==> config.mk <==
export PLATFORM = sky130hd
export DESIGN_NAME = bpu_update_scheduler_flat
export DESIGN_NICKNAME = d
export VERILOG_FILES = /design/src/rtl/bpu_update_scheduler_if.sv /design/src/rtl/bpu_update_scheduler.sv /design/src/flat_wrapper.sv
export SDC_FILE = /design/constraint.sdc
export NUM_CORES = 1
export LEC_CHECK = 0
export CORE_MARGIN = 2
export CORE_UTILIZATION = 40
export CTS_BUF_LIST = sky130_fd_sc_hd__clkbuf_4
export CTS_CLUSTER_DIAMETER = 60
export DETAILED_ROUTE_END_ITERATION = 7
export GPL_TIMING_DRIVEN = 0
export PLACE_DENSITY = 0.63
export SYNTH_ARGS = -nofsm -noshare
export SYNTH_HDL_FRONTEND = slang
export SYNTH_SLANG_ARGS = --single-unit
==> constraint.sdc <==
create_clock -name clk -period 8 [get_ports clk]
set_clock_uncertainty 0.2 [all_clocks]
set_input_delay 0.8 -clock clk [delete_from_list [all_inputs] [get_ports clk]]
set_output_delay 0.8 -clock clk [all_outputs]
set_load 0.01 [all_outputs]
==> src/rtl/bpu_update_scheduler_if.sv <==
// ============================================================================
// bpu_update_scheduler_if : ID/EX update requests and registered table-write bus
// Rev 1.0
// ============================================================================
`default_nettype none

interface bpu_update_scheduler_if #(
    parameter int ADDR_WIDTH = 32,
    parameter int HASH_DEPTH = 5,
    parameter int DATA_WIDTH = 32
);
    logic                  clr_req;
    logic                  flush;
    logic                  id_vld;
    logic                  id_rdy;
    logic [ADDR_WIDTH-1:0] id_pc;
    logic [DATA_WIDTH-1:0] id_data;
    logic                  ex_vld;
    logic                  ex_rdy;
    logic [ADDR_WIDTH-1:0] ex_pc;
    logic [DATA_WIDTH-1:0] ex_data;
    logic                  wr_en;
    logic [HASH_DEPTH-1:0] wr_idx;
    logic [DATA_WIDTH-1:0] wr_data;
    logic [1:0]            wr_src;
    logic                  init_done;

    modport master (
        output clr_req, flush, id_vld, id_pc, id_data, ex_vld, ex_pc, ex_data,
        input  id_rdy, ex_rdy, wr_en, wr_idx, wr_data, wr_src, init_done
    );

    modport slave (
        input  clr_req, flush, id_vld, id_pc, id_data, ex_vld, ex_pc, ex_data,
        output id_rdy, ex_rdy, wr_en, wr_idx, wr_data, wr_src, init_done
    );
endinterface

`default_nettype wire

==> src/rtl/bpu_update_scheduler.sv <==
// ============================================================================
// bpu_update_scheduler : clears the predictor table, then arbitrates ID installs
// against a FIFO of EX updates into one registered write port.  Rev 1.0
// ============================================================================
`default_nettype none

module bpu_update_scheduler #(
    parameter int ADDR_WIDTH = 32,
    parameter int HASH_DEPTH = 5,
    parameter int DATA_WIDTH = 32,
    parameter int FIFO_DEPTH = 4
) (
    input  wire logic clk,
    input  wire logic rst,
    bpu_update_scheduler_if.slave bus
);

    localparam int PTR_W = $clog2(FIFO_DEPTH);

    localparam logic [1:0]            c_src_clr   = 2'b00;
    localparam logic [1:0]            c_src_id    = 2'b01;
    localparam logic [1:0]            c_src_ex    = 2'b10;
    localparam logic [PTR_W:0]        c_ptr_one   = (PTR_W+1)'(1);
    localparam logic [HASH_DEPTH-1:0] c_cnt_one   = HASH_DEPTH'(1);
    localparam logic [1:0]            c_starv_one = 2'd1;

    typedef enum logic {
        S_INIT = 1'b0,
        S_RUN  = 1'b1
    } state_t;

    state_t                r_state;
    logic [HASH_DEPTH-1:0] r_clr_cnt;
    logic [1:0]            r_starv;
    logic [PTR_W:0]        r_wptr;
    logic [PTR_W:0]        r_rptr;
    logic [HASH_DEPTH-1:0] r_q_idx  [FIFO_DEPTH];
    logic [DATA_WIDTH-1:0] r_q_data [FIFO_DEPTH];
    logic                  r_wr_en;
    logic [HASH_DEPTH-1:0] r_wr_idx;
    logic [DATA_WIDTH-1:0] r_wr_data;
    logic [1:0]            r_wr_src;

    logic [HASH_DEPTH-1:0] w_id_idx;
    logic [HASH_DEPTH-1:0] w_ex_idx;
    logic                  w_run;
    logic                  w_hold;
    logic                  w_empty;
    logic                  w_full;
    logic                  w_id_gnt;
    logic                  w_ex_gnt;
    logic                  w_enq;
    logic                  w_unused_pc_bits;

    assign w_id_idx = bus.id_pc[HASH_DEPTH+1:2] ^ bus.id_pc[2*HASH_DEPTH+1:HASH_DEPTH+2];
    assign w_ex_idx = bus.ex_pc[HASH_DEPTH+1:2] ^ bus.ex_pc[2*HASH_DEPTH+1:HASH_DEPTH+2];
    assign w_unused_pc_bits = ^{bus.id_pc[ADDR_WIDTH-1:2*HASH_DEPTH+2], bus.id_pc[1:0],
                                bus.ex_pc[ADDR_WIDTH-1:2*HASH_DEPTH+2], bus.ex_pc[1:0]};

    assign w_run   = (r_state == S_RUN);
    assign w_hold  = bus.flush | bus.clr_req;
    assign w_empty = (r_wptr == r_rptr);
    assign w_full  = (r_wptr[PTR_W] != r_rptr[PTR_W]) &&
                     (r_wptr[PTR_W-1:0] == r_rptr[PTR_W-1:0]);

    // id_rdy deliberately ignores id_vld so the ID stage sees no combinational loop.
    assign bus.id_rdy    = w_run & (w_empty | (r_starv == 2'd3)) & ~w_hold;
    assign bus.ex_rdy    = w_run & ~w_full;
    assign bus.init_done = w_run;

    assign w_id_gnt = bus.id_vld & bus.id_rdy;
    assign w_ex_gnt = w_run & ~w_hold & ~w_empty & ~w_id_gnt;
    assign w_enq    = bus.ex_vld & bus.ex_rdy & ~w_hold;

    assign bus.wr_en   = r_wr_en;
    assign bus.wr_idx  = r_wr_idx;
    assign bus.wr_data = r_wr_data;
    assign bus.wr_src  = r_wr_src;

    always_ff @(posedge clk) begin
        if (w_enq) begin
            r_q_idx[r_wptr[PTR_W-1:0]]  <= w_ex_idx;
            r_q_data[r_wptr[PTR_W-1:0]] <= bus.ex_data;
        end
    end

    always_ff @(posedge clk or posedge rst) begin
        if (rst) begin
            r_state   <= S_INIT;
            r_clr_cnt <= '0;
            r_starv   <= '0;
            r_wptr    <= '0;
            r_rptr    <= '0;
            r_wr_en   <= 1'b0;
            r_wr_idx  <= '0;
            r_wr_data <= '0;
            r_wr_src  <= c_src_clr;
        end else begin
            r_wr_en <= 1'b0;
            case (r_state)
                S_INIT: begin
                    r_starv <= '0;
                    if (bus.clr_req) begin
                        r_clr_cnt <= '0;
                    end else begin
                        r_wr_en   <= 1'b1;
                        r_wr_idx  <= r_clr_cnt;
                        r_wr_data <= '0;
                        r_wr_src  <= c_src_clr;
                        r_clr_cnt <= r_clr_cnt + c_cnt_one;
                        if (&r_clr_cnt) begin
                            r_state <= S_RUN;
                        end
                    end
                end
                S_RUN: begin
                    if (bus.clr_req) begin
                        r_state   <= S_INIT;
                        r_clr_cnt <= '0;
                        r_starv   <= '0;
                        r_wptr    <= '0;
                        r_rptr    <= '0;
                    end else if (bus.flush) begin
                        r_starv <= '0;
                        r_wptr  <= '0;
                        r_rptr  <= '0;
                    end else begin
                        if (w_enq) begin
                            r_wptr <= r_wptr + c_ptr_one;
                        end
                        if (w_id_gnt) begin
                            r_wr_en   <= 1'b1;
                            r_wr_idx  <= w_id_idx;
                            r_wr_data <= bus.id_data;
                            r_wr_src  <= c_src_id;
                            r_starv   <= '0;
                        end else if (w_ex_gnt) begin
                            r_wr_en   <= 1'b1;
                            r_wr_idx  <= r_q_idx[r_rptr[PTR_W-1:0]];
                            r_wr_data <= r_q_data[r_rptr[PTR_W-1:0]];
                            r_wr_src  <= c_src_ex;
                            r_rptr    <= r_rptr + c_ptr_one;
                            // Saturation is unnecessary: at 3 a waiting ID always wins.
                            r_starv   <= bus.id_vld ? (r_starv + c_starv_one) : 2'd0;
                        end else begin
                            r_starv <= '0;
                        end
                    end
                end
                default: r_state <= S_INIT;
            endcase
        end
    end

endmodule

`default_nettype wire
==> src/flat_wrapper.sv <==
// flat-port wrapper written by rule: the top's interface ports become plain ports
module bpu_update_scheduler_flat 
#(
    parameter int ADDR_WIDTH = 32,
    parameter int HASH_DEPTH = 5,
    parameter int DATA_WIDTH = 32,
    parameter int FIFO_DEPTH = 4
)
  (clk, rst, bus_clr_req, bus_flush, bus_id_vld, bus_id_pc, bus_id_data, bus_ex_vld, bus_ex_pc, bus_ex_data, bus_id_rdy, bus_ex_rdy, bus_wr_en, bus_wr_idx, bus_wr_data, bus_wr_src, bus_init_done);
  bpu_update_scheduler_if #(.ADDR_WIDTH(ADDR_WIDTH), .HASH_DEPTH(HASH_DEPTH), .DATA_WIDTH(DATA_WIDTH)) bus_i ();
  input  wire logic clk;
  input  wire logic rst;
  input wire logic [$bits(bus_i.clr_req)-1:0] bus_clr_req;
  input wire logic [$bits(bus_i.flush)-1:0] bus_flush;
  input wire logic [$bits(bus_i.id_vld)-1:0] bus_id_vld;
  input wire logic [$bits(bus_i.id_pc)-1:0] bus_id_pc;
  input wire logic [$bits(bus_i.id_data)-1:0] bus_id_data;
  input wire logic [$bits(bus_i.ex_vld)-1:0] bus_ex_vld;
  input wire logic [$bits(bus_i.ex_pc)-1:0] bus_ex_pc;
  input wire logic [$bits(bus_i.ex_data)-1:0] bus_ex_data;
  output wire logic [$bits(bus_i.id_rdy)-1:0] bus_id_rdy;
  output wire logic [$bits(bus_i.ex_rdy)-1:0] bus_ex_rdy;
  output wire logic [$bits(bus_i.wr_en)-1:0] bus_wr_en;
  output wire logic [$bits(bus_i.wr_idx)-1:0] bus_wr_idx;
  output wire logic [$bits(bus_i.wr_data)-1:0] bus_wr_data;
  output wire logic [$bits(bus_i.wr_src)-1:0] bus_wr_src;
  output wire logic [$bits(bus_i.init_done)-1:0] bus_init_done;
  assign bus_i.clr_req = bus_clr_req;
  assign bus_i.flush = bus_flush;
  assign bus_i.id_vld = bus_id_vld;
  assign bus_i.id_pc = bus_id_pc;
  assign bus_i.id_data = bus_id_data;
  assign bus_i.ex_vld = bus_ex_vld;
  assign bus_i.ex_pc = bus_ex_pc;
  assign bus_i.ex_data = bus_ex_data;
  assign bus_id_rdy = bus_i.id_rdy;
  assign bus_ex_rdy = bus_i.ex_rdy;
  assign bus_wr_en = bus_i.wr_en;
  assign bus_wr_idx = bus_i.wr_idx;
  assign bus_wr_data = bus_i.wr_data;
  assign bus_wr_src = bus_i.wr_src;
  assign bus_init_done = bus_i.init_done;
  bpu_update_scheduler #(.ADDR_WIDTH(ADDR_WIDTH), .HASH_DEPTH(HASH_DEPTH), .DATA_WIDTH(DATA_WIDTH), .FIFO_DEPTH(FIFO_DEPTH)) u_core (.clk(clk), .rst(rst), .bus(bus_i));
endmodule
==> run metrics, run 1 <==
Die ar. 0.0222 mm²; TNS Setup 0 ps; total routed wirelength 18,500 µm; Worst EP arrival 2600 ps; clock latency on the worst-skew pair 640 ps; Mapped Area 0.00842 mm²; largest cells by area after synthesis edfxtp_1 53%, dfrtp_1 16%, mux4_2 9.9%; largest family of logic cells by synthesized area multiplexers; Die W 149 µm; Worst Path Buf+Inv 3; Top cell by count, worst path clkdlybuf4s50_1; post-CTS resize count 0; Non-Filler Instances 979; Post-Synth Adder-Cell Area 1.19%; crit-path leading delay family buffers and inverters; crit path max fanout 6; Worst VDD drop 0.000104 V; IO Pins 177; startpoint types input pin; largest net degree at the start of global routing 37; TritonCTS clock tree built; min cycle time layout 3600 ps; Inst Count DP 883; most frequent cells in the layout 148 x edfxtp_1, 132 x clkdlybuf4s50_1, 76 x clkbuf_4; Total Routing Usage GR 17.1%; Area Overhead vs Synth 28.9%; initial antenna violation count 1; first-pass GRT wire length 28,800 µm; Worst Hold Class flop to flop; # setup viols final 0; vias in the first global route 5,341; share of the synthesized area in the top cell type 52.8%; Setup CP Type input pin to output pin; initial core utilization 40.4%; Final Hold Fails 0; vias per cell 4.94; mux contribution to synthesized area 17.4%; gate count of the mapped netlist 471; status finished clean; most area-hungry cell type in the Yosys netlist edfxtp_1; XOR/XNOR Fraction of Synth Area 2.27%; total power 2.13 mW; Post-DRT Antenna Nets 0; Final Hold Slack 252 ps; Sink Count 202; RSZ-0062 raised after global routing no; Netlist cell types 46; CTS clock-pin slew for the worst setup and hold paths 70 ps; Port Buffers 132; drc violations 0; Max transition margin 51.5%; yosys warns 0; EDFF count, synth 148; compound-gate portion of the synthesized area 3.46%; crit path cell chain clkdlybuf4s50_1, or2_2, buf_1, nor3_1, clkdlybuf4s50_1; Max Buffers Root-to-Sink 3; Leakage 3.99 nW; Mean Syn Cell Area 17.9 µm²; routability cong. 0.747; slew of the pin with the lowest slew margin 723 ps; Crit. End Element output pin; TritonCTS Buffers 51; hpwl dp 12,400 µm; Final nets 803; postcts setup bufs 0; top_reg_cell synth edfxtp_1; register bit total from synthesis 202; Slew Viols, Final 0; PD cells 196 mW/mm²; simple-gate share of the synthesized area 3.46%; num rows 53; Initial DRC Count 275; Root Driver clkbuf_4; CP max-delay cell clkdlybuf4s50_1; share of layout cells above drive strength 1 25.7%; setup slack, reg-to-reg 5340 ps; part of the cycle the worst path needs 45.0%; Via Count 4,833; required time at the worst-slack endpoint 7000 ps; syn nets 613; post-synthesis async set-or-reset flop share 26.7%; total congestion overflow 0; Die H 149 µm; max cap viols 0; Avg WL per Cell 18.9 µm; Slowest Stage Delay on Critical Path 570 ps; H-tree depth reported by CTS 2; core area 0.0208 mm²; CTS Hold Bufs 0; achievable clock frequency 278 MHz; sequential area share after synthesis 68.8%; commonest non-fill, non-tap cell in the layout edfxtp_1; drt pass-1 iters 4
## worst reg2reg max path, stage by stage (launching register included)
cell	delay, ps
dfrtp_1	390
buf_2	180
xnor2_4	170
a31oi_1	490
and3_2	660
buf_16	250
## stage by stage
stage	util, %	instance area (µm²)	worst slack (ps)
global placement	48.4	10100	3950
floorplan	-	8420	5270
CTS	52.1	10800	4410
finish	52.1	10800	4400
detailed placement	49.0	10200	4420
global route	52.1	10800	4280
## cells in the mapped netlist (7+ instances only)
master     number
nand2_1        29
mux2_2         21
ha_1            8
nor2_1          9
dfrtp_1        54
mux2i_1        34
o2bb2ai_1       7
inv_1          31
xor2_1          9
mux4_2         37
edfxtp_1      148
o21ai_0         7
## logic make-up after synthesis
logic type,after synthesis
buf+inv,54
mux,97
compound gates,36
xor+xnor,18
simple gates,56
fa+ha+maj,8
flops,202
## power breakdown
part | internal, mW | leakage [nW] | switching, mW
logic | 0.0848 | 1.53 | 0.0661
registers | 1.13 | 2.07 | 0.00607
clock network | 0.437 | 0.385 | 0.403
total | 1.65 | 3.99 | 0.476
## metal layers
| metal | up-vias | GRT usage, % | part of all wire, % |
|---|---|---|---|
| met5 | - | 0 | 0 |
| met4 | 0 | 5.62 | 1.8 |
| met3 | 25 | 4.10 | 5.7 |
| met2 | 120 | 29.7 | 52 |
| met1 | 2461 | 21.2 | 40 |
| li1 | 2227 | - | - |
## path summary, 6_finish.rpt
kind	startpoint	end	cells after the start
max in group asynchronous	rst	u_core.r_wptr[1]$_DFFE_PP0P_	3
min in group asynchronous	rst	u_core.bus.wr_data[25]$_DFFE_PP0P_	2
worst max-delay path	bus_flush	bus_id_rdy	5
worst max register to register	u_core.r_rptr[0]$_DFFE_PP0P_	u_core.r_q_idx[3][0]$_DFFE_PP_	5
worst min-delay path	u_core.r_starv[0]$_DFF_PP0_	u_core.r_starv[0]$_DFF_PP0_	1
worst min register to register	u_core.r_starv[0]$_DFF_PP0_	u_core.r_starv[0]$_DFF_PP0_	1
## registers in the layout, indices dropped and copies added, names as in the netlist
signal and flops:
u_core.bus.init_done 1, u_core.bus.wr_data 32, u_core.bus.wr_en 1, u_core.bus.wr_idx 5
u_core.bus.wr_src 2, u_core.r_clr_cnt 5, u_core.r_q_data 128, u_core.r_q_idx 20
u_core.r_rptr 3, u_core.r_starv 2, u_core.r_wptr 3
## layout make-up
class	instances	area (µm²)
clock buffer	76	571
fill	1739	9970
clock inverter	19	78.8
inverter	32	123
sequential	202	5800
tap	275	344
antenna	1	2.50
buffer	22	160
timing repair buffer	137	1430
multi-input combinational	215	2350
Note: power is estimated with default switching activity, not from simulation.
==> run 2: changes to the inputs <==
==> constraint.sdc (replaced) <==
create_clock -name clk -period 3.4 [get_ports clk]
set_clock_uncertainty 0.2 [all_clocks]
set_input_delay 0.34 -clock clk [delete_from_list [all_inputs] [get_ports clk]]
set_output_delay 0.34 -clock clk [all_outputs]
set_load 0.01 [all_outputs]
==> run 2 against run 1 <==
  * Register-to-register slack worse by 4600 ps
  * Core utilization about the same
  * Sequential power rose by 140%
  * Non-clock buffer count up 1
  * Sequential share of layout area barely moved
  * Cell area barely moved
  * Via count barely moved
  * Count of clock-buffer cells in the layout unchanged
  * Final cell count rose by 0.10%
  * Combinational power is 140% higher
  * Critical path type is now flop to output pin
==> run metrics, run 2 (synthesis results as in run 1) <==
status finished clean; Sink Count 202 (unchanged); core area 0.0208 mm² (unchanged); required time at the worst-slack endpoint 2860 ps (-4140 ps); Final WS setup 508 ps (-3890 ps); total congestion overflow 0 (unchanged); num rows 53 (unchanged); Initial DRC Count 247 (-10%); Psw 1.12 mW (+140%); routability cong. 0.747 (unchanged); Inst Count DP 883 (unchanged); Die ar. 0.0222 mm² (unchanged); Post-DRT Antenna Nets 0 (unchanged); Max Buffers Root-to-Sink 3 (unchanged); CP max-delay cell clkdlybuf4s50_1; TNS Setup 0 ps (unchanged); PD cells 462 mW/mm² (+140%); commonest non-fill, non-tap cell in the layout edfxtp_1; post-CTS resize count 0 (unchanged); min-delay src bus_ex_data[29]; Worst VDD drop 0.000244 V (+140%); Crit. End Element output pin; Critical R2R Capture u_core.r_q_idx[3][0]$_DFFE_PP_; Worst EP arrival 2350 ps (-250 ps); FILL cells 1,738 (-0.058%); total routed wirelength 18,500 µm (about the same); Root Driver clkbuf_4; Area Overhead vs Synth 29.0% (about the same); Comb pwr share 7.1% (about the same); most frequent cells in the layout 148 x edfxtp_1, 132 x clkdlybuf4s50_1, 76 x clkbuf_4; Largest register FFs 128 (unchanged); Slowest Stage Delay on Critical Path 570 ps (about the same); Port Buffers 132 (unchanged); largest net degree at the start of global routing 37 (unchanged); Clock Power Share 39.5% (about the same); internal cell power 3.89 mW (+140%); Final Hold Fails 0 (unchanged); Net Sw Frac 22.3% (about the same); multi-input logic area 0.00235 mm² (unchanged); Avg WL per Cell 18.9 µm (about the same); vias in the first global route 5,341 (unchanged); initial antenna violation count 1 (unchanged); part of the cycle the worst path needs 85.1%; Max transition margin 51.6% (+0.11 points); clock latency on the worst-skew pair 640 ps (about the same); Post-Place Worst Slack 623 ps (-3800 ps); # setup viols final 0 (unchanged); RSZ-0062 raised after global routing no; Total Routing Usage GR 17.1% (unchanged); Non-Filler Instances 980 (+0.10%); drc violations 0 (unchanged); Worst Hold Path Cells 1 (unchanged); Worst R2R Start u_core.r_rptr[0]$_DFFE_PP0P_; Setup CP Type flop to output pin; IO Pins 177 (unchanged); share of layout cells above drive strength 1 25.7% (-0.037 points); crit path max fanout 5 (-1); initial core utilization 40.4% (unchanged); drt pass-1 iters 5 (+1); max cap viols 0 (unchanged); Via Count 4,830 (-0.062%); vias per cell 4.93 (-0.16%); CTS clock-pin slew for the worst setup and hold paths 70 ps (about the same); hpwl dp 12,400 µm (unchanged); min cycle time layout 2890 ps; Slew Viols, Final 0 (unchanged); Leakage 3.99 nW (+0.10%); H-tree depth reported by CTS 2 (unchanged); slew of the pin with the lowest slew margin 722 ps (-1.62 ps); Final nets 804 (+0.12%); total power 5.01 mW (+140%); Final Hold Slack 135 ps (-117 ps); R2R cell count 5 (unchanged); crit path cell chain buf_2, xnor2_4, a31oi_4, nor3_1, clkdlybuf4s50_1; TritonCTS Buffers 51 (unchanged); setup slack, reg-to-reg 740 ps (-4600 ps); Sequential Power Share 53.4% (about the same); Die W 149 µm (unchanged); Register Area 0.00580 mm² (unchanged); first-pass GRT wire length 28,800 µm (unchanged); Worst Hold Class input pin to flop; achievable clock frequency 346 MHz; hold endpoint u_core.r_q_data[2][29]$_DFFE_PP_; Die H 149 µm (unchanged); TritonCTS clock tree built; startpoint types flop
==> run 2: cell types whose count changed in the layout (fill, tap and decap cells not counted) <==
| cell | before | now |
|---|---|---|
| dlygate4sd3_1 | 0 | 1 |
==> run 2: critical path: cells and delay by family (launching register included) <==
family / cells / cell delay [ps]
and+or+nand+nor: 1 / 180
AOI/OAI and AO/OA: 1 / 170
buffers and inverters: 2 / 750
xor gates and xnor gates: 1 / 240
DFF: 1 / 390
==> run 2: final cells by class <==
type,instances,area share [%]
multi-input cells,215,21.6
clock inverters,19,0.726
clock buffers,76,5.25
repair buffers,138,13.3
flip-flops and latches,202,53.4
inverters,32,1.13
diodes,1,0.0230
plain buffers,22,1.47
well taps,275,3.17
==> run 2: power by group through the flow <==
stage	Combinational [mW]	Sequential, mW	Clock [mW]
2_1_floorplan	0.170	2.73	0
3_3_place_gp	0.348	2.73	0
3_5_place_dp	0.360	2.73	0
4_1_cts	0.362	2.68	2.05
5_1_grt	0.385	2.68	2.16
6_report	0.356	2.68	1.98
==> run 2: through the flow <==
stage,cell area (µm²),utilization [%]
6_report,10900,52.2
5_1_grt,10900,52.2
4_1_cts,10900,52.1
3_5_place_dp,10200,49.0
3_3_place_gp,10100,48.4
2_1_floorplan,8420,-
==> run 2: how the worst max path moves through the flow <==
stage	start	end	slack [ps]
6_report	u_core.r_rptr[0]$_DFFE_PP0P_	bus_id_rdy	510
5_1_grt	u_core.r_wptr[1]$_DFFE_PP0P_	bus_id_rdy	310
4_1_cts	u_core.r_wptr[1]$_DFFE_PP0P_	bus_id_rdy	450
3_5_place_dp	bus_flush	u_core.bus.wr_data[12]$_DFFE_PP0P_	620
3_3_place_gp	bus_ex_vld	u_core.r_q_data[1][26]$_DFFE_PP_	-190
2_1_floorplan	u_core.r_rptr[0]$_DFFE_PP0P_	u_core.r_q_data[0][0]$_DFFE_PP_	780
==> run 2: routing by layer <==
layer / GRT usage [%] / up-vias / wire [µm]
li1: - / 2221 / -
met5: 0 / - / 0
met3: 4.10 / 24 / 1010
met1: 21.2 / 2459 / 7510
met2: 29.7 / 126 / 9680
met4: 5.62 / 0 / 308
==> run 2: repair_timing <==
action | in CTS | in global routing
hold buffers | 1 | 0
hold endpoints to repair | 18 | 0
setup buffers | 0 | 0
